`config.mk`:
```
export PLATFORM = sky130hd
export DESIGN_NAME = map_loader
export DESIGN_NICKNAME = d
export VERILOG_FILES = /design/src/rtl/map_loader.sv
export SDC_FILE = /design/constraint.sdc
export NUM_CORES = 1
export LEC_CHECK = 0
export ABC_AREA = 1
export BUFFER_PORTS_ARGS = -buffer_cell sky130_fd_sc_hd__buf_2
export CAP_MARGIN = 20
export CORE_MARGIN = 2
export CORE_UTILIZATION = 45
export CTS_CLUSTER_DIAMETER = 120
export CTS_CLUSTER_SIZE = 20
export DETAILED_ROUTE_END_ITERATION = 10
export GPL_TIMING_DRIVEN = 1
export PLACE_DENSITY = 0.69
export REMOVE_ABC_BUFFERS = 1
export SKIP_LAST_GASP = 1
export SYNTH_ARGS = -nofsm -noshare
export SYNTH_HDL_FRONTEND = slang
export SYNTH_SLANG_ARGS = --single-unit
```
`constraint.sdc`:
```
create_clock -name clk -period 1.7 [get_ports clk]
set_input_delay 0.17 -clock clk [delete_from_list [all_inputs] [get_ports clk]]
set_output_delay 0.17 -clock clk [all_outputs]
set_load 0.005 [all_outputs]
```
`src/rtl/map_loader.sv`:
```
`default_nettype none
// ============================================================================
// Module   : map_loader
// Picks a puzzle index from the free-running LFSR, then copies that puzzle's
// cells from the puzzle ROM into the board RAM.
// Revision : 1.0
// ============================================================================
module map_loader #(
    parameter int NUM_MAPS = 8,
    parameter int CELLS    = 81,
    parameter int ROM_AW   = 10
) (
    input  logic              clk,
    input  logic              reset,
    input  logic              start,
    input  logic [2:0]        random_number,
    output logic [ROM_AW-1:0] rom_addr,
    input  logic [3:0]        rom_data,
    output logic              board_we,
    output logic [6:0]        board_addr,
    output logic [3:0]        board_data,
    output logic [2:0]        map_select,
    output logic              map_loaded,
    output logic              busy,
    output logic [6:0]        cells_given
);

    typedef enum logic [2:0] {
        S_IDLE   = 3'd0,
        S_SELECT = 3'd1,
        S_READ   = 3'd2,
        S_DRAIN  = 3'd3,
        S_DONE   = 3'd4
    } state_t;

    // Bit i set when puzzle index i exists in the ROM.
    localparam logic [7:0] c_valid_mask = 8'((1 << NUM_MAPS) - 1);
    localparam logic [6:0] c_last_cell  = 7'(CELLS - 1);

    state_t     r_state;
    logic [6:0] r_cell;
    logic       r_have_prev;
    logic       w_accept;
    logic       w_clue;

    assign w_accept = c_valid_mask[random_number] &&
                      !(r_have_prev && (random_number == map_select));

    assign w_clue = board_we && (rom_data != 4'd0);

    // ROM data is already registered one cycle after its address, so it lines
    // up with the registered write strobe and address without another stage.
    assign board_data = board_we ? rom_data : 4'd0;

    always_ff @(posedge clk) begin
        if (reset) begin
            r_state     <= S_IDLE;
            r_cell      <= '0;
            r_have_prev <= 1'b0;
            map_loaded  <= 1'b0;
            busy        <= 1'b0;
            board_we    <= 1'b0;
            rom_addr    <= '0;
            board_addr  <= '0;
            map_select  <= '0;
            cells_given <= '0;
        end else begin
            board_we <= 1'b0;
            if (w_clue) begin
                cells_given <= cells_given + 7'd1;
            end

            case (r_state)
                S_IDLE: begin
                    map_loaded <= 1'b0;
                    if (start) begin
                        busy    <= 1'b1;
                        r_state <= S_SELECT;
                    end
                end

                S_SELECT: begin
                    if (w_accept) begin
                        map_select  <= random_number;
                        rom_addr    <= ROM_AW'(CELLS * int'(random_number));
                        r_cell      <= '0;
                        cells_given <= '0;
                        r_state     <= S_READ;
                    end
                end

                S_READ: begin
                    board_we   <= 1'b1;
                    board_addr <= r_cell;
                    if (r_cell == c_last_cell) begin
                        r_state <= S_DRAIN;
                    end else begin
                        r_cell   <= r_cell + 7'd1;
                        rom_addr <= rom_addr + 1'b1;
                    end
                end

                S_DRAIN: begin
                    busy        <= 1'b0;
                    map_loaded  <= 1'b1;
                    r_have_prev <= 1'b1;
                    r_state     <= S_DONE;
                end

                S_DONE: begin
                    if (start) begin
                        map_loaded <= 1'b0;
                        busy       <= 1'b1;
                        r_state    <= S_SELECT;
                    end
                end

                default: begin
                    r_state <= S_IDLE;
                end
            endcase
        end
    end

endmodule
`default_nettype wire

```
==> results of run 1 <==
cell families (layout without fill, tap and decap cells):
| family | after synthesis | after routing | synth area share |
|---|---|---|---|
| simple gates | 191 | 191 | 0.372 |
| buf+inv | 48 | 96 | 0.0880 |
| compound gates | 41 | 41 | 0.0999 |
| flops | 41 | 41 | 0.372 |
| fa+ha+maj | 7 | 7 | 0.0397 |
| xor+xnor | 7 | 7 | 0.0278 |
layout make-up:
class / count / area share
timing repair buffer: 47 / 0.0948
tap: 67 / 0.0324
inverter: 42 / 0.0619
sequential: 41 / 0.317
clock buffer: 7 / 0.0334
multi-input combinational: 246 / 0.460
per-layer routing:
layer / GRT usage / wire length (um)
met5: 0 / 0
met4: 0.0667 / 55
met3: 0.0379 / 257
met2: 0.317 / 2230
met1: 0.242 / 2360
state kept, by name, indices dropped and copies added, names as in the netlist:
register,count
map_select,3
board_addr,7
cells_given,7
map_loaded,1
rom_addr,10
r_state,3
busy,1
r_cell,7
r_have_prev,1
board_we,1
stage by stage:
stage | hold slack, ps | cells | utilization | cell area (sq um) | power [mW]
CTS | 218 | 450 | 0.548 | 2590 | 3.35
finish | 218 | 450 | 0.548 | 2590 | 3.32
global route | 264 | 450 | 0.548 | 2590 | 3.60
floorplan | 232 | 329 | - | 2170 | 2.26
global placement | 443 | 443 | 0.529 | 2500 | 2.66
detailed placement | 445 | 443 | 0.529 | 2500 | 2.70
worst paths after layout:
kind / from / to / slack, ps / cells after the start
worst max register to register: r_cell[0]$_SDFFE_PP0P_ / r_cell[6]$_SDFFE_PP0P_ / 200 / 11
worst max-delay path: r_cell[0]$_SDFFE_PP0P_ / r_cell[6]$_SDFFE_PP0P_ / 200 / 11
worst min register to register: r_have_prev$_SDFFE_PP0P_ / r_have_prev$_SDFFE_PP0P_ / 450 / 2
worst min-delay path: start / busy$_SDFFE_PP0P_ / 220 / 5
power groups by stage:
stage | sequential [mW] | clock (mW) | combinational (mW)
after floorplan | 1.35 | 0 | 0.909
after global placement | 1.36 | 0 | 1.30
after detailed placement | 1.36 | 0 | 1.34
after CTS | 1.34 | 0.665 | 1.34
after global routing | 1.38 | 0.699 | 1.53
final | 1.34 | 0.647 | 1.33
Yosys cell counts, types with 2 or more instances:
| cell | number |
|---|---|
| dfxtp_1 | 41 |
| xnor2_1 | 2 |
| nor2_1 | 33 |
| o21ai_0 | 11 |
| xor2_1 | 5 |
| nand2_2 | 3 |
| nand2_1 | 119 |
| ha_1 | 7 |
| clkbuf_1 | 2 |
| inv_1 | 36 |
| nand2_4 | 2 |
| nor2_4 | 2 |
| a21oi_2 | 3 |
| nand4_1 | 3 |
| a21oi_1 | 25 |
| nor2_2 | 2 |
| inv_2 | 4 |
| nand3_1 | 22 |
| nand3_2 | 2 |
| buf_2 | 3 |
critical path, cell delays in order, from the launching register on:
cell and delay [ps]:
dfxtp_1 400, inv_1 60, ha_1 190, nand2_1 70
nor2_1 50, nand2_2 80, nand2_4 60, inv_2 90
nand2_4 110, nor2_2 190, nand2_1 70, nand2_1 70
==> key figures, run 1 <==
Clock tree
  – Maximum clock path buffer count: 2
  – CTS tree: yes
  – Post-CTS setup buffer count: 0
  – Hold-fix buffers at CTS: 0
  – CTS buffer count: 5
  – CTS H-Tree Depth: 2
  – CTS sink count: approximately 40
  – Clk root buf: clkbuf_8
  – Clock-pin slew on the worst setup and hold paths: around 70 ps
  – Post-CTS sizing: 0
  – Worst-Skew Late Latency: 300 ps

Finish
  – Storage cell area: 821 sq um
  – Layout cells sized above 1: 0.191
  – Commonest cells after routing, fill and taps aside: nand2_1 (119), buf_2 (43), dfxtp_1 (41), inv_1 (36), nor2_1 (33)
  – Area Growth Syn to Fin: 17.3%
  – Nets: 400
  – Multi-input logic area: 1190 sq um
  – Commonest non-fill, non-tap cell in the layout: nand2_1
  – Inserted Diodes: 0
  – Fillers: between 400 and 500

Synth
  – FFs w/ async S/R, synth: 0
  – Mapped Cells: 335
  – Synth area leader: dfxtp_1
  – Top cells by area, synth: dfxtp_1 (37%), nand2_1 (20%), inv_1 (6.1%)
  – Avg Cell Area, Syn: 6.58 sq um
  – Mapped Area: 2200 sq um
  – Number of flops mapped to enable cells by yosys: 0
  – Ys Warns: 0
  – Register area share after synthesis: 0.372
  – Primary FF master, synth: dfxtp_1
  – Flop and latch count out of synthesis: 41
  – Cell variety after synth: 28
  – Post-synth top area share: 0.372

Status
  – Run status: finished clean

Floorplan
  – Die ar.: roughly 5500 sq um
  – Vert. Die Dim: 74.0 um
  – Starting Density: 0.467
  – Die width: 74.0 um
  – Row cnt: 25
  – Core area: about 4700 sq um
  – Num ports: 44

STA
  – Final Hold Viols: 0
  – Crit path time final: 1500 ps
  – Max Slew Vio Count: 0
  – RSZ-0062 raised after global routing: no
  – Setup Skew: 5.98 ps
  – Worst Max-Slew Pin Slew: 443 ps
  – # setup viols final: 0
  – Fmax: 0.667 GHz
  – Final Cycle Share: 0.881
  – Max-slew headroom: 0.702
  – Final worst slack: 202 ps
  – Setup TNS Final: 0 ps

GRT
  – Remaining global-route overflow: 0
  – Initial antenna violation count: 0
  – Pin count of the biggest net entering global routing: 22
  – Gr usage total: 0.189
  – Number of global-route vias before repair: 1,816
  – First-pass GRT wire length: around 8000 um

Pwr
  – Static leakage: 1.28 nW
  – Comb power frac: 0.400
  – Clk pwr share: 0.195
  – Net Sw Frac: 0.417
  – PwrDens: 1280 nW/um^2
  – Internal power: roughly 1.9 mW
  – Sequential share of power: 0.405
  – Sw Pwr: between 1 and 1.5 mW
  – Max VDD drop: 619 uV

Route
  – DR vias: approximately 2,200
  – DR vias/cell: roughly 4.8
  – Drc violations: 0
  – 1st-iter DRT viols: 74
  – WL final: 4900 um
  – Final ANT Viol Nets: 0
  – DRT Pass-1 Iters: 4
  – DR WL/cell: 10.9 um

Worst setup path
  – Critical path launch point type: flip-flop
  – Arr. time, crit path: ~1700 ps
  – Crit end category: flip-flop
  – CP max FO: 11
  – WS Path Type: flip-flop to flip-flop
  – Worst Path Required: 1940 ps

Placement
  – Post-Place Setup Slack: 244 ps
  – Post-DP HPWL: 3580 um
  – IO buf count: 43
  – RePlAce Congestion: 0.840

Worst hold path
  – Tightest Hold Check Type: primary input to flip-flop

Job
  – Max cap viols: 0
(Power assumes the default switching activity.)
==> run 2, diff against run 1 <==
- CORE_MARGIN: 2 -> 4
- PLACE_DENSITY: 0.69 -> 0.72
- clock period: 1.7 -> 1.3 ns (I/O delays scaled with it)
==> key figures, run 2 (synthesis results as in run 1) <==
Status
  – Run status: finished with violations
  – Failing checks: setup timing

Worst setup path
  – Crit path top cell by count: nand2_1
  – CP max stage delay: 350 ps
  – Critical path launch point type: flip-flop
  – CP startpoint: map_select[1]$_SDFFE_PP0P_
  – CP max FO: 8
  – Worst path depth: 10
  – Worst setup endpoint: rom_addr[9]$_SDFFE_PP0P_
  – Crit-path slowest cell: dfxtp_2
  – Crit path buf inv count: 1
  – Reg2reg end: rom_addr[9]$_SDFFE_PP0P_
  – Worst R2R Setup Slack: -110 ps
  – Reg2Reg Depth: 10
  – Critical-path cell list: inv_2 > nand2_1 > nand2_1 > nor2_2 > nand2_2 > nor2_2 > nor2_4 > nor2_4 > nand2_1 > nand2_1
  – Crit end category: flip-flop
  – WS Path Type: flip-flop to flip-flop
  – Origin of the critical flop-to-flop path: map_select[1]$_SDFFE_PP0P_
  – Arr. time, crit path: between 1500 and 2000 ps
  – Worst Path Required: 1540 ps
  – Delay-heaviest family, CP: simple AND/OR/NAND/NOR gates

Clock tree
  – Hold-fix buffers at CTS: 0
  – CTS sink count: 41
  – CTS tree: yes
  – Maximum clock path buffer count: 2
  – Clock-pin slew on the worst setup and hold paths: 80 ps
  – Worst-Skew Late Latency: around 300 ps
  – CTS H-Tree Depth: 2
  – Clk root buf: clkbuf_8
  – CTS buffer count: 5

Finish
  – Layout cells sized above 1: 0.372
  – Area Growth Syn to Fin: 41.2%
  – Commonest non-fill, non-tap cell in the layout: nand2_1
  – Largest Register: rom_addr
  – Inserted Diodes: 0
  – Largest register FFs: 10
  – Commonest cells after routing, fill and taps aside: nand2_1 (113), buf_4 (44), buf_2 (43), dfxtp_1 (32), inv_1 (30)
  – Storage cell area: 837 sq um
  – Final instance count without filler cells: 494
  – Nets: 443
  – Fillers: 378
  – Post-route cell area: 3110 sq um
  – Multi-input logic area: 1350 sq um

Route
  – DR WL/cell: 12.2 um
  – DRT Pass-1 Iters: 4
  – DR vias/cell: 4.92
  – Final ANT Viol Nets: 0
  – Drc violations: 0
  – WL final: 6030 um
  – 1st-iter DRT viols: around 140
  – DR vias: 2,430

Placement
  – Post-DP HPWL: 4180 um
  – IO buf count: 43
  – Cell total after placement: 475
  – RePlAce Congestion: 0.933
  – DP Area: 2740 sq um

STA
  – # setup viols final: 18
  – Fmax: approximately 0.7 GHz
  – RSZ-0062 raised after global routing: yes
  – Setup Skew: roughly 4.8 ps
  – Final Hold Viols: 0
  – Final Cycle Share: 1.08
  – Final worst slack: -107 ps
  – Max Slew Vio Count: 0
  – Crit path time final: 1410 ps
  – Worst Max-Slew Pin Slew: approximately 370 ps
  – Max-slew headroom: 0.754

GRT
  – First-pass GRT wire length: 9770 um
  – Number of global-route vias before repair: 2,233
  – Gr usage total: 0.199
  – Remaining global-route overflow: 0
  – Initial antenna violation count: 0
  – Pin count of the biggest net entering global routing: 13

Floorplan
  – Num ports: 44
  – Starting Density: 0.467
  – Row cnt: 25
  – Core area: 4720 sq um
  – Vert. Die Dim: 78.0 um
  – Die ar.: just over 6000 sq um
  – Die width: 78.0 um

Job
  – Max cap viols: 0

Pwr
  – Max VDD drop: 1140 uV
  – PwrDens: approximately 1800 nW/um^2
  – Static leakage: approximately 1.5 nW

Worst hold path
  – Tightest Hold Check Type: primary input to flip-flop
  – Hold-critical path depth: 3
==> run 2: cell count changes in the layout (fill, tap and decap cells not counted), sizes merged <==
cell	before	now
buf	47	89
bufinv	0	1
nand2	124	125
==> run 2: how the worst min path moves through the flow <==
| stage | from | endpoint | slack [ps] |
|---|---|---|---|
| after floorplan | reset | rom_addr[1]$_SDFFE_PP0P_ | 190 |
| after global placement | r_have_prev$_SDFFE_PP0P_ | r_have_prev$_SDFFE_PP0P_ | 440 |
| after detailed placement | r_have_prev$_SDFFE_PP0P_ | r_have_prev$_SDFFE_PP0P_ | 450 |
| after CTS | start | busy$_SDFFE_PP0P_ | 180 |
| after global routing | reset | rom_addr[1]$_SDFFE_PP0P_ | 200 |
| final | reset | rom_addr[1]$_SDFFE_PP0P_ | 190 |
==> run 2: worst reg2reg max path, cell delays in order (launching register included) <==
cell and delay (ps):
dfxtp_2 350, inv_2 40, nand2_1 50, nand2_1 50, nor2_2 160, nand2_2 100, nor2_2 150, nor2_4 90
nor2_4 210, nand2_1 90, nand2_1 70
==> run 2: area by class of cell <==
class	count	share of cell area
clock buffer	7	0.0277
timing repair buffer	89	0.182
sequential	41	0.269
multi-input combinational	247	0.432
inverter	42	0.0523
tap	67	0.0269
clock inverter	1	0.00965
==> run 2: power by group <==
group | total [mW] | internal, mW | switching [mW]
clock | 1.08 | 0.626 | 0.454
combinational | 2.69 | 1.17 | 1.52
sequential | 1.77 | 1.53 | 0.239
total | 5.53 | 3.32 | 2.21
==> run 2: what timing repair did <==
action | CTS | global route
cloned | 0 | 1
pin swaps | 14 | 21
endpoints found under the setup margin | 27 | 31
gates resized for setup | 17 | 39
buffers inserted | 7 | 3
==> run 2: metrics by stage <==
step / setup WS, ps / TNS [ps] / total power, mW / hold WS (ps) / util
after floorplan: -190 / -2950 / 2.95 / 192 / -
after global placement: -50.4 / -395 / 3.92 / 440 / 0.580
after detailed placement: -122 / -1490 / 3.97 / 447 / 0.580
after CTS: -101 / -898 / 5.23 / 182 / 0.626
after global routing: -208 / -3000 / 5.89 / 198 / 0.659
final: -107 / -1130 / 5.53 / 186 / 0.659
==> run 2: layer usage <==
layer  track usage  wire [um]  vias to the layer above
met5             0          0                        -
met4        0.0717         82                        0
met3        0.0383        348                        8
met2         0.348       2990                       64
met1         0.241       2610                     1123
li1              -          -                     1235
